File: src/rtl/mem_arbiter_if.sv
// mem_arbiter_if: fetch, data and memory bus signals shared around the memory arbiter
interface mem_arbiter_if #(
  parameter int AW = 32,
  parameter int DW = 32
);
  logic          if_req;
  logic [AW-1:0] if_addr;
  logic [DW-1:0] if_rdata;
  logic          if_ready;
  logic          dm_req;
  logic          dm_we;
  logic [AW-1:0] dm_addr;
  logic [DW-1:0] dm_wdata;
  logic [DW-1:0] dm_rdata;
  logic          dm_ready;
  logic          mem_req;
  logic          mem_we;
  logic [AW-1:0] mem_addr;
  logic [DW-1:0] mem_wdata;
  logic [DW-1:0] mem_rdata;
  logic          mem_ack;
  logic          stall_mem;
  logic          mem_err;
  modport slave (
    input  if_req, if_addr, dm_req, dm_we, dm_addr, dm_wdata, mem_rdata, mem_ack,
    output if_rdata, if_ready, dm_rdata, dm_ready, mem_req, mem_we, mem_addr, mem_wdata,
           stall_mem, mem_err
  );
  modport master (
    output if_req, if_addr, dm_req, dm_we, dm_addr, dm_wdata, mem_rdata, mem_ack,
    input  if_rdata, if_ready, dm_rdata, dm_ready, mem_req, mem_we, mem_addr, mem_wdata,
           stall_mem, mem_err
  );
endinterface

File: src/rtl/mem_arbiter.sv
// mem_arbiter: shares one variable-latency memory between instruction fetch and data ports
module mem_arbiter #(
  parameter int MAX_DM_BURST = 4,
  parameter int TIMEOUT      = 255
) (
  input logic          clk,
  input logic          reset,
  mem_arbiter_if.slave bus
);
  localparam int BW = $clog2(MAX_DM_BURST + 1);
  localparam int WW = $clog2(TIMEOUT + 1);
  typedef enum logic [1:0] {IDLE, IF_ACC, DM_ACC, RESP} state_t;
  state_t        state, state_nxt;
  logic [BW-1:0] burst_cnt;
  logic [WW-1:0] wdog;
  logic          gnt_dm, acc, dm_win, grant, tmo, done;
  // Data wins unless fetch has already waited through a full data burst
  assign acc           = state == IF_ACC || state == DM_ACC;
  assign dm_win        = bus.dm_req && (!bus.if_req || burst_cnt < BW'(MAX_DM_BURST));
  assign grant         = state == IDLE && (bus.dm_req || bus.if_req);
  assign tmo           = !bus.mem_ack && wdog == WW'(TIMEOUT - 1);
  assign done          = acc && (bus.mem_ack || tmo);
  assign bus.mem_req   = acc;
  assign bus.if_ready  = state == RESP && !gnt_dm;
  assign bus.dm_ready  = state == RESP && gnt_dm;
  assign bus.stall_mem = (bus.if_req && !bus.if_ready) || (bus.dm_req && !bus.dm_ready);
  // State register
  always_ff @(posedge clk)
    state <= reset ? IDLE : state_nxt;
  // Next state: grant from IDLE, close the access on ack or watchdog, one RESP cycle
  always_comb begin
    state_nxt = state;
    if (grant) state_nxt = dm_win ? DM_ACC : IF_ACC;
    else if (done) state_nxt = RESP;
    else if (state == RESP) state_nxt = IDLE;
  end
  // Grant capture, burst fairness counter, watchdog and response data
  always_ff @(posedge clk)
    if (reset) begin
      burst_cnt     <= '0;
      wdog          <= '0;
      gnt_dm        <= 1'b0;
      bus.mem_we    <= 1'b0;
      bus.mem_addr  <= '0;
      bus.mem_wdata <= '0;
      bus.if_rdata  <= '0;
      bus.dm_rdata  <= '0;
      bus.mem_err   <= 1'b0;
    end else begin
      wdog <= acc ? wdog + WW'(1) : '0;
      if (grant) begin
        gnt_dm        <= dm_win;
        bus.mem_we    <= dm_win && bus.dm_we;
        bus.mem_addr  <= dm_win ? bus.dm_addr : bus.if_addr;
        bus.mem_wdata <= dm_win ? bus.dm_wdata : '0;
        burst_cnt     <= (dm_win && bus.if_req) ? burst_cnt + BW'(burst_cnt != BW'(MAX_DM_BURST)) : '0;
      end
      if (done) begin
        if (state == DM_ACC) bus.dm_rdata <= bus.mem_ack ? bus.mem_rdata : '0;
        else bus.if_rdata <= bus.mem_ack ? bus.mem_rdata : '0;
        bus.mem_err <= bus.mem_err || !bus.mem_ack;
      end
    end
endmodule

File: src/flat_wrapper.sv
// flat-port wrapper written by rule: the top's interface ports become plain ports
module mem_arbiter_flat 
#(
  parameter int MAX_DM_BURST = 4,
  parameter int TIMEOUT      = 255
)
  (clk, reset, bus_if_req, bus_if_addr, bus_dm_req, bus_dm_we, bus_dm_addr, bus_dm_wdata, bus_mem_rdata, bus_mem_ack, bus_if_rdata, bus_if_ready, bus_dm_rdata, bus_dm_ready, bus_mem_req, bus_mem_we, bus_mem_addr, bus_mem_wdata, bus_stall_mem, bus_mem_err);
  mem_arbiter_if bus_i ();
  input logic clk;
  input logic reset;
  input wire logic [$bits(bus_i.if_req)-1:0] bus_if_req;
  input wire logic [$bits(bus_i.if_addr)-1:0] bus_if_addr;
  input wire logic [$bits(bus_i.dm_req)-1:0] bus_dm_req;
  input wire logic [$bits(bus_i.dm_we)-1:0] bus_dm_we;
  input wire logic [$bits(bus_i.dm_addr)-1:0] bus_dm_addr;
  input wire logic [$bits(bus_i.dm_wdata)-1:0] bus_dm_wdata;
  input wire logic [$bits(bus_i.mem_rdata)-1:0] bus_mem_rdata;
  input wire logic [$bits(bus_i.mem_ack)-1:0] bus_mem_ack;
  output wire logic [$bits(bus_i.if_rdata)-1:0] bus_if_rdata;
  output wire logic [$bits(bus_i.if_ready)-1:0] bus_if_ready;
  output wire logic [$bits(bus_i.dm_rdata)-1:0] bus_dm_rdata;
  output wire logic [$bits(bus_i.dm_ready)-1:0] bus_dm_ready;
  output wire logic [$bits(bus_i.mem_req)-1:0] bus_mem_req;
  output wire logic [$bits(bus_i.mem_we)-1:0] bus_mem_we;
  output wire logic [$bits(bus_i.mem_addr)-1:0] bus_mem_addr;
  output wire logic [$bits(bus_i.mem_wdata)-1:0] bus_mem_wdata;
  output wire logic [$bits(bus_i.stall_mem)-1:0] bus_stall_mem;
  output wire logic [$bits(bus_i.mem_err)-1:0] bus_mem_err;
  assign bus_i.if_req = bus_if_req;
  assign bus_i.if_addr = bus_if_addr;
  assign bus_i.dm_req = bus_dm_req;
  assign bus_i.dm_we = bus_dm_we;
  assign bus_i.dm_addr = bus_dm_addr;
  assign bus_i.dm_wdata = bus_dm_wdata;
  assign bus_i.mem_rdata = bus_mem_rdata;
  assign bus_i.mem_ack = bus_mem_ack;
  assign bus_if_rdata = bus_i.if_rdata;
  assign bus_if_ready = bus_i.if_ready;
  assign bus_dm_rdata = bus_i.dm_rdata;
  assign bus_dm_ready = bus_i.dm_ready;
  assign bus_mem_req = bus_i.mem_req;
  assign bus_mem_we = bus_i.mem_we;
  assign bus_mem_addr = bus_i.mem_addr;
  assign bus_mem_wdata = bus_i.mem_wdata;
  assign bus_stall_mem = bus_i.stall_mem;
  assign bus_mem_err = bus_i.mem_err;
  mem_arbiter #(.MAX_DM_BURST(MAX_DM_BURST), .TIMEOUT(TIMEOUT)) u_core (.clk(clk), .reset(reset), .bus(bus_i));
endmodule
File: config.mk
export PLATFORM = sky130hd
export DESIGN_NAME = mem_arbiter_flat
export DESIGN_NICKNAME = d
export VERILOG_FILES = /design/src/rtl/mem_arbiter_if.sv /design/src/rtl/mem_arbiter.sv /design/src/flat_wrapper.sv
export SDC_FILE = /design/constraint.sdc
export NUM_CORES = 1
export LEC_CHECK = 0
export ABC_AREA = 1
export CORE_ASPECT_RATIO = 1.1
export CORE_MARGIN = 10
export CORE_UTILIZATION = 43
export CTS_BUF_LIST = sky130_fd_sc_hd__clkbuf_8
export DETAILED_ROUTE_END_ITERATION = 12
export GPL_TIMING_DRIVEN = 0
export PLACE_DENSITY_LB_ADDON = 0.08
export SLEW_MARGIN = 25
export SYNTH_ARGS = -nofsm -noshare
export SYNTH_HDL_FRONTEND = slang
export SYNTH_SLANG_ARGS = --single-unit
File: constraint.sdc
create_clock -name clk -period 1.7 [get_ports clk]
set_input_delay 0.34 -clock clk [delete_from_list [all_inputs] [get_ports clk]]
set_output_delay 0.34 -clock clk [all_outputs]
set_load 0.01 [all_outputs]
Yosys cells after proc, flatten, opt, wreduce, memory -nomap -nowiden:

Index checks and enable logic that the tools add are counted.

* add/subtract/negate cells: 2
* multipliers: 0
* divide/modulo/power cells: 0
* magnitude comparators: 1
* equality and inequality tests: 5
* shift-type cells: 0
* muxes and demuxes: 8
* bitwise operators: 2
* reductions and logical operators: 26

Operator list (count)
* 2-to-1 mux 32 bit: 3
* logical AND 1 bit: 10
* adder 8 x 1 -> 8 bit (second input constant): 1
* == test 8 bit (second input constant): 1
* 2-to-1 mux 2 bit: 4
* logical OR 1 bit: 6
* logical NOT 1 bit: 5
* == test 2 bit (second input constant): 2
* AND reduction 2 bit: 2
* adder 3 x 1 -> 3 bit: 1
* less-than comparator 3 bit (second input constant): 1
* 2-to-1 mux 3 bit: 1
* inequality test 3 bit (second input constant): 1
* nonzero test 3 bit: 1
* == test 2 x 1 -> 1 bit (second input constant): 1
* logical NOT 2 bit: 1
* NOT 1 bit: 2
* OR reduction 2 bit: 1

* flip-flop bits (word level): 144
* latch bits: 0
* bits in writable memories: 0
* ROM bits: 0
* bits of input ports: 134
* output and inout bits: 134
* memories: 0

Depth between registers and ports, before layout:

* word-level depth: 6
* depth in mapped cells: 11
* gate-level depth less buffers: 10

Worst setup path before layout:

Ideal clock, no wire load.

* kind: register to register
* from: reg u_core.state[1]
* to: reg u_core.bus.if_rdata[10]
* library setup time: 113 ps
* data arrival time: 1485 ps
* required time: 1587 ps
* path slack: 101 ps
* stages on the path, launching flop included: 9
* path buffers: 1
* period minus slack after synthesis: 1599 ps
* path through: dfxtp_1 inv_1 ha_1 inv_1 a21oi_4 nand2_4 clkbuf_1 nor2_1 nor2_1

* cells in the longest elaborated chain, start to end: 4

RTL lines
* start: declaration: RTL line mem_arbiter.sv:13 `state_t state, state_nxt;`
* start signal: assignment: RTL line mem_arbiter.sv:29 `state <= reset ? IDLE : state_nxt;`
* == test 2 x 1 -> 1 bit / == test 2 bit (equally long branches): RTL line mem_arbiter.sv:18 `assign acc = state == IF_ACC || state == DM_ACC;`
* logical OR 1 bit *: RTL line mem_arbiter.sv:18
* net bus_mem_req: RTL line flat_wrapper.sv:23 `output wire logic [$bits(bus_i.mem_req)-1:0] bus_mem_req;`
* logical AND 1 bit *: RTL line mem_arbiter.sv:22 `assign done = acc && (bus.mem_ack || tmo);`
* AND reduction 2 bit (no line) *
* end signal: assignment: RTL line mem_arbiter.sv:60 `else bus.if_rdata <= bus.mem_ack ? bus.mem_rdata : '0;`
* end: declaration: RTL line mem_arbiter_if.sv:26 `output if_rdata, if_ready, dm_rdata, dm_ready, mem_req, mem_we, mem_addr, mem_wdata,`

The timed path passes the listed nets; every way through them passes the cells marked *.
A chain may end at the register's enable or synchronous reset.

Worst setup path after layout:

* from: reg u_core.state[0]
* to: out bus_stall_mem

* cells in the longest elaborated chain, start to end: 5

RTL lines
* == test 2 bit *: RTL line mem_arbiter.sv:24, mem_arbiter.sv:25
* logical AND 1 bit, on equally long branches: RTL line mem_arbiter.sv:24, mem_arbiter.sv:25
* logical NOT 1 bit: RTL line mem_arbiter.sv:26 `assign bus.stall_mem = (bus.if_req && !bus.if_ready) || (bus.dm_req && !bus.dm_ready);`
* logical AND 1 bit: RTL line mem_arbiter.sv:26
* logical OR 1 bit *: RTL line mem_arbiter.sv:26
* end: declaration: RTL line flat_wrapper.sv:27 `output wire logic [$bits(bus_i.stall_mem)-1:0] bus_stall_mem;`

Mark *: on every way between the ends. The rest lies on a longest branch, timed or not.

==> run_results.csv <==
group,metric,value,unit
outcome,status,"finished with violations",
outcome,violations,"setup timing",
clocking,cts_tree,"done",
sta,finalSetupViolations,1,
synthesis,synth_top_area_share,49.37,%
synthesis,ys.warnings.count,0,
grt,gr-total-overflow,0,
worst_setup_path,worstPathMaxFanout,3,
power_and_ir_drop,ir_worst_vdd,0.0006040,V
worst_setup_path,rr_worst_depth,11,
routing,wl_per_cell,15.51,um
floorplanning,row_count,44,
worst_setup_path,crit_type,"reg -> out",
worst_setup_path,crit_start,"u_core.state[0]",
worst_setup_path,critPathMaxStageDelay,0.36,ns
synthesis,synth_compound_area_share,10.69,%
finish,drive_above_1_share,9.773,%
placed_design,portBuffers,265,
synthesis,synth_mux_area_share,0,%
synthesis,synth_largest_area_cell,"dfxtp_1",
synthesis,synth-simple-area-share,28.86,%
worst_setup_path,r2r_setup_slack,0.04,ns
worst_setup_path,crit_required,1.36,ns
routing,routed_wirelength,20640,um
sta,finalWorstSetupSlack,-0.01164,ns
hold_path,hold_class,"in -> reg",
worst_setup_path,critPathArrivalTime,1.37,ns
sta,maxSlewHeadroom,57.06,%
finish,area_growth,63.68,%
floorplanning,initial_utilization,44.01,%
run,cap_violations,0,
synthesis,synth_fa_ha_area_share,1.500,%
routing,drtAntennaViolNets,0,
sta,maxSlewViolCount,0,
routing,drc,0,
worst_setup_path,cpMaxStageDelayCell,"dfxtp_4",
clocking,cts.path.max_buffers,2,
sta,rsz0062_at_grt,"yes",
synthesis,synthesis.area,0.005839,mm2
worst_setup_path,cp.depth,5,
placed_design,dpl.cell_count,1284,
clocking,path_clk_slew,0.08,ns
sta,worst_pin_slew,0.6441,ns
synthesis,synth.top_cells.by_area,"dfxtp_1, nand2_1, a21oi_1, inv_1, nor2_1",
grt,grt_pass1_vias,5898,
routing,vias_per_cell,4.675,
clocking,cts_sinks,144,
synthesis,yosysSeqAreaShare,49.37,%
placed_design,place_hpwl,15720,um
synthesis,synth_top_family_by_area,"simple AND/OR/NAND/NOR gates",
synthesis,synth_xor_area_share,0.3000,%
synthesis,yosysMostFrequentCell,"nand2_1",
grt,grt_max_degree,17,
grt,antenna_found_initial,1,
synthesis,ys_types,24,
synthesis,avgSynthCellArea,6.993,um2
worst_setup_path,start_kind,"flop",
clocking,clkLatencyLatePin,0.44,ns
synthesis,synth_ff_type,"dfxtp_1",
grt,grt_use_total,20.13,%
sta,max_freq,0.5842,GHz
routing,dr.first_iter.drc_count,237,
synthesis,async_reset_ff_share,0,%
routing,drt_pre_antenna_iters,5,
floorplanning,die_y,142.2,um
clocking,cts_made_buffers,17,
finish,fin_util,72.04,%
clocking,holdBufCountCts,0,
synthesis,syn_nets,976,
clocking,htreeDepth,4,
synthesis,netlist_instances,835,
finish,nFillCells,1103,
placed_design,routabilityCongestion,0.7899,
finish,final_cells,1331,
worst_setup_path,crit_buf_inv,2,
floorplanning,die_x,131.1,um
sta,hold_viol,0,
synthesis,synth_edf_count,0,
grt,grt_pass1_wl,30370,um
worst_setup_path,cp-end-kind,"primary output",
sta,finClkSkew,0.01070,ns
floorplanning,core_area,0.01327,mm2
synthesis,ys_ff_latch,144,
floorplanning,ios,268,
worst_setup_path,worst_r2r_endpoint,"u_core.bus.if_rdata[31]",
sta,period_needed,1.712,ns
routing,via_count,6223,
power_and_ir_drop,powerDensity,1041,mW/mm2
worst_setup_path,crit_end,"bus_stall_mem",
floorplanning,dieArea,0.01865,mm2
worst_setup_path,crit_chain,"ha_4 > nand2_2 > inv_2 > o22ai_1 > buf_2",
worst_setup_path,r2r_start,"u_core.wdog[0]",
worst_setup_path,critPathTopFamily,"flip-flops",
synthesis,synth_top_cells_by_count,"nand2_1, dfxtp_1, inv_1, nor2_1, a21oi_1",
finish,nets,1275,
power_and_ir_drop,leakage,5.282,nW
sta,period_share,100.7,%
clocking,clock-root-buffer,"clkbuf_8",
==> metal layers <==
metal | global-route usage, % | vias to the layer above | part of all wire, %
met5 | 0 | - | 0
met4 | 7.405 | 0 | 2.2
met3 | 8.757 | 28 | 9.2
met2 | 35.65 | 213 | 50
met1 | 20.78 | 2793 | 39
li1 | - | 3189 | -
==> final cells by class <==
type | count | area, um2 | share of cell area [%]
Antenna cell | 1 | 2.502 | 0.02618
Buffer | 51 | 332.8 | 3.482
Clock buffer | 20 | 275.3 | 2.880
Clock inverter | 11 | 76.32 | 0.7985
Inverter | 87 | 326.6 | 3.417
Multi-Input combinational cell | 554 | 2555 | 26.73
Sequential cell | 144 | 2890 | 30.24
Tap cell | 184 | 230.2 | 2.409
Timing Repair Buffer | 279 | 2869 | 30.02
==> sequential cells by signal, indices dropped and copies added, names as in the netlist <==
signal,cells
u_core.bus.mem_addr,32
u_core.gnt_dm,1
u_core.bus.mem_wdata,32
u_core.bus.mem_err,1
u_core.bus.if_rdata,32
u_core.wdog,8
u_core.bus.mem_we,1
u_core.burst_cnt,3
u_core.bus.dm_rdata,32
u_core.state,2
==> repair_timing <==
action / CTS / global route
buffers inserted: 0 / 9
pin swaps: 0 / 11
setup endpoints to repair: 174 / 189
gates cloned: 0 / 7
gates resized for setup: 95 / 154
==> kinds of logic after synthesis <==
group	Yosys count
buffers and inverters	139
flip-flops	144
XOR/XNOR	2
AO/OA/AOI/OAI	112
adder cells (fa/ha/maj)	7
AND/OR/NAND/NOR	431
==> worst reg2reg max path, delay by kind of cell (launching register included) <==
kind,cells,cell delay [ns]
simple gates,6,0.52
fa+ha+maj,1,0.12
flops,1,0.33
buf+inv,3,0.39
compound gates,1,0.20
==> placed cells by master, fill, tap and decap left out, types with 3 or more instances in the layout <==
| cell type | n |
|---|---|
| nor2_2 | 6 |
| inv_2 | 6 |
| nand2_1 | 298 |
| inv_1 | 86 |
| clkbuf_16 | 3 |
| buf_8 | 4 |
| clkbuf_8 | 20 |
| ha_4 | 3 |
| nand2_4 | 3 |
| nor2_1 | 72 |
| dfxtp_2 | 3 |
| dlygate4sd2_1 | 62 |
| clkbuf_2 | 10 |
| buf_6 | 10 |
| clkdlybuf4s50_1 | 140 |
| clkbuf_4 | 4 |
| nand3_1 | 37 |
| clkinv_2 | 4 |
| a21oi_1 | 72 |
| clkbuf_1 | 21 |
| ha_1 | 4 |
| nand2_2 | 8 |
| buf_2 | 6 |
| dlymetal6s2s_1 | 59 |
| a31oi_1 | 32 |
| dfxtp_1 | 140 |
| buf_4 | 11 |
==> through the flow <==
stage / hold slack (ns) / area, um2 / total power, mW / setup WS [ns] / setup TNS, ns
2_1_floorplan: 0.4297 / 5839 / 5.654 / 0.1014 / 0
3_3_place_gp: 0.4407 / 8722 / 7.251 / -0.4394 / -32.46
3_5_place_dp: 0.4508 / 8722 / 7.285 / -0.4713 / -34.08
4_1_cts: 0.3928 / 9024 / 9.605 / -0.06035 / -0.06365
5_1_grt: 0.4282 / 9558 / 10.52 / -0.08082 / -0.7011
6_report: 0.4229 / 9558 / 9.952 / -0.01164 / -0.01164
==> worst min-delay path by stage <==
stage	cells after the start	endpoint	start
global placement	2	u_core.bus.mem_err	u_core.bus.mem_err
global route	5	u_core.bus.dm_rdata[31]	bus_mem_ack
finish	5	u_core.bus.dm_rdata[31]	bus_mem_ack
CTS	5	u_core.bus.dm_rdata[31]	bus_mem_ack
detailed placement	2	u_core.bus.mem_err	u_core.bus.mem_err
floorplan	1	u_core.wdog[0]	u_core.wdog[0]
==> where the power goes <==
group | switching [mW] | total (mW) | internal [mW]
Clock | 1.21 | 2.44 | 1.23
Sequential | 0.222 | 4.04 | 3.81
Combinational | 1.87 | 3.48 | 1.61
Total | 3.30 | 9.95 | 6.65
No activity file was read; power rests on OpenSTA's default activity.
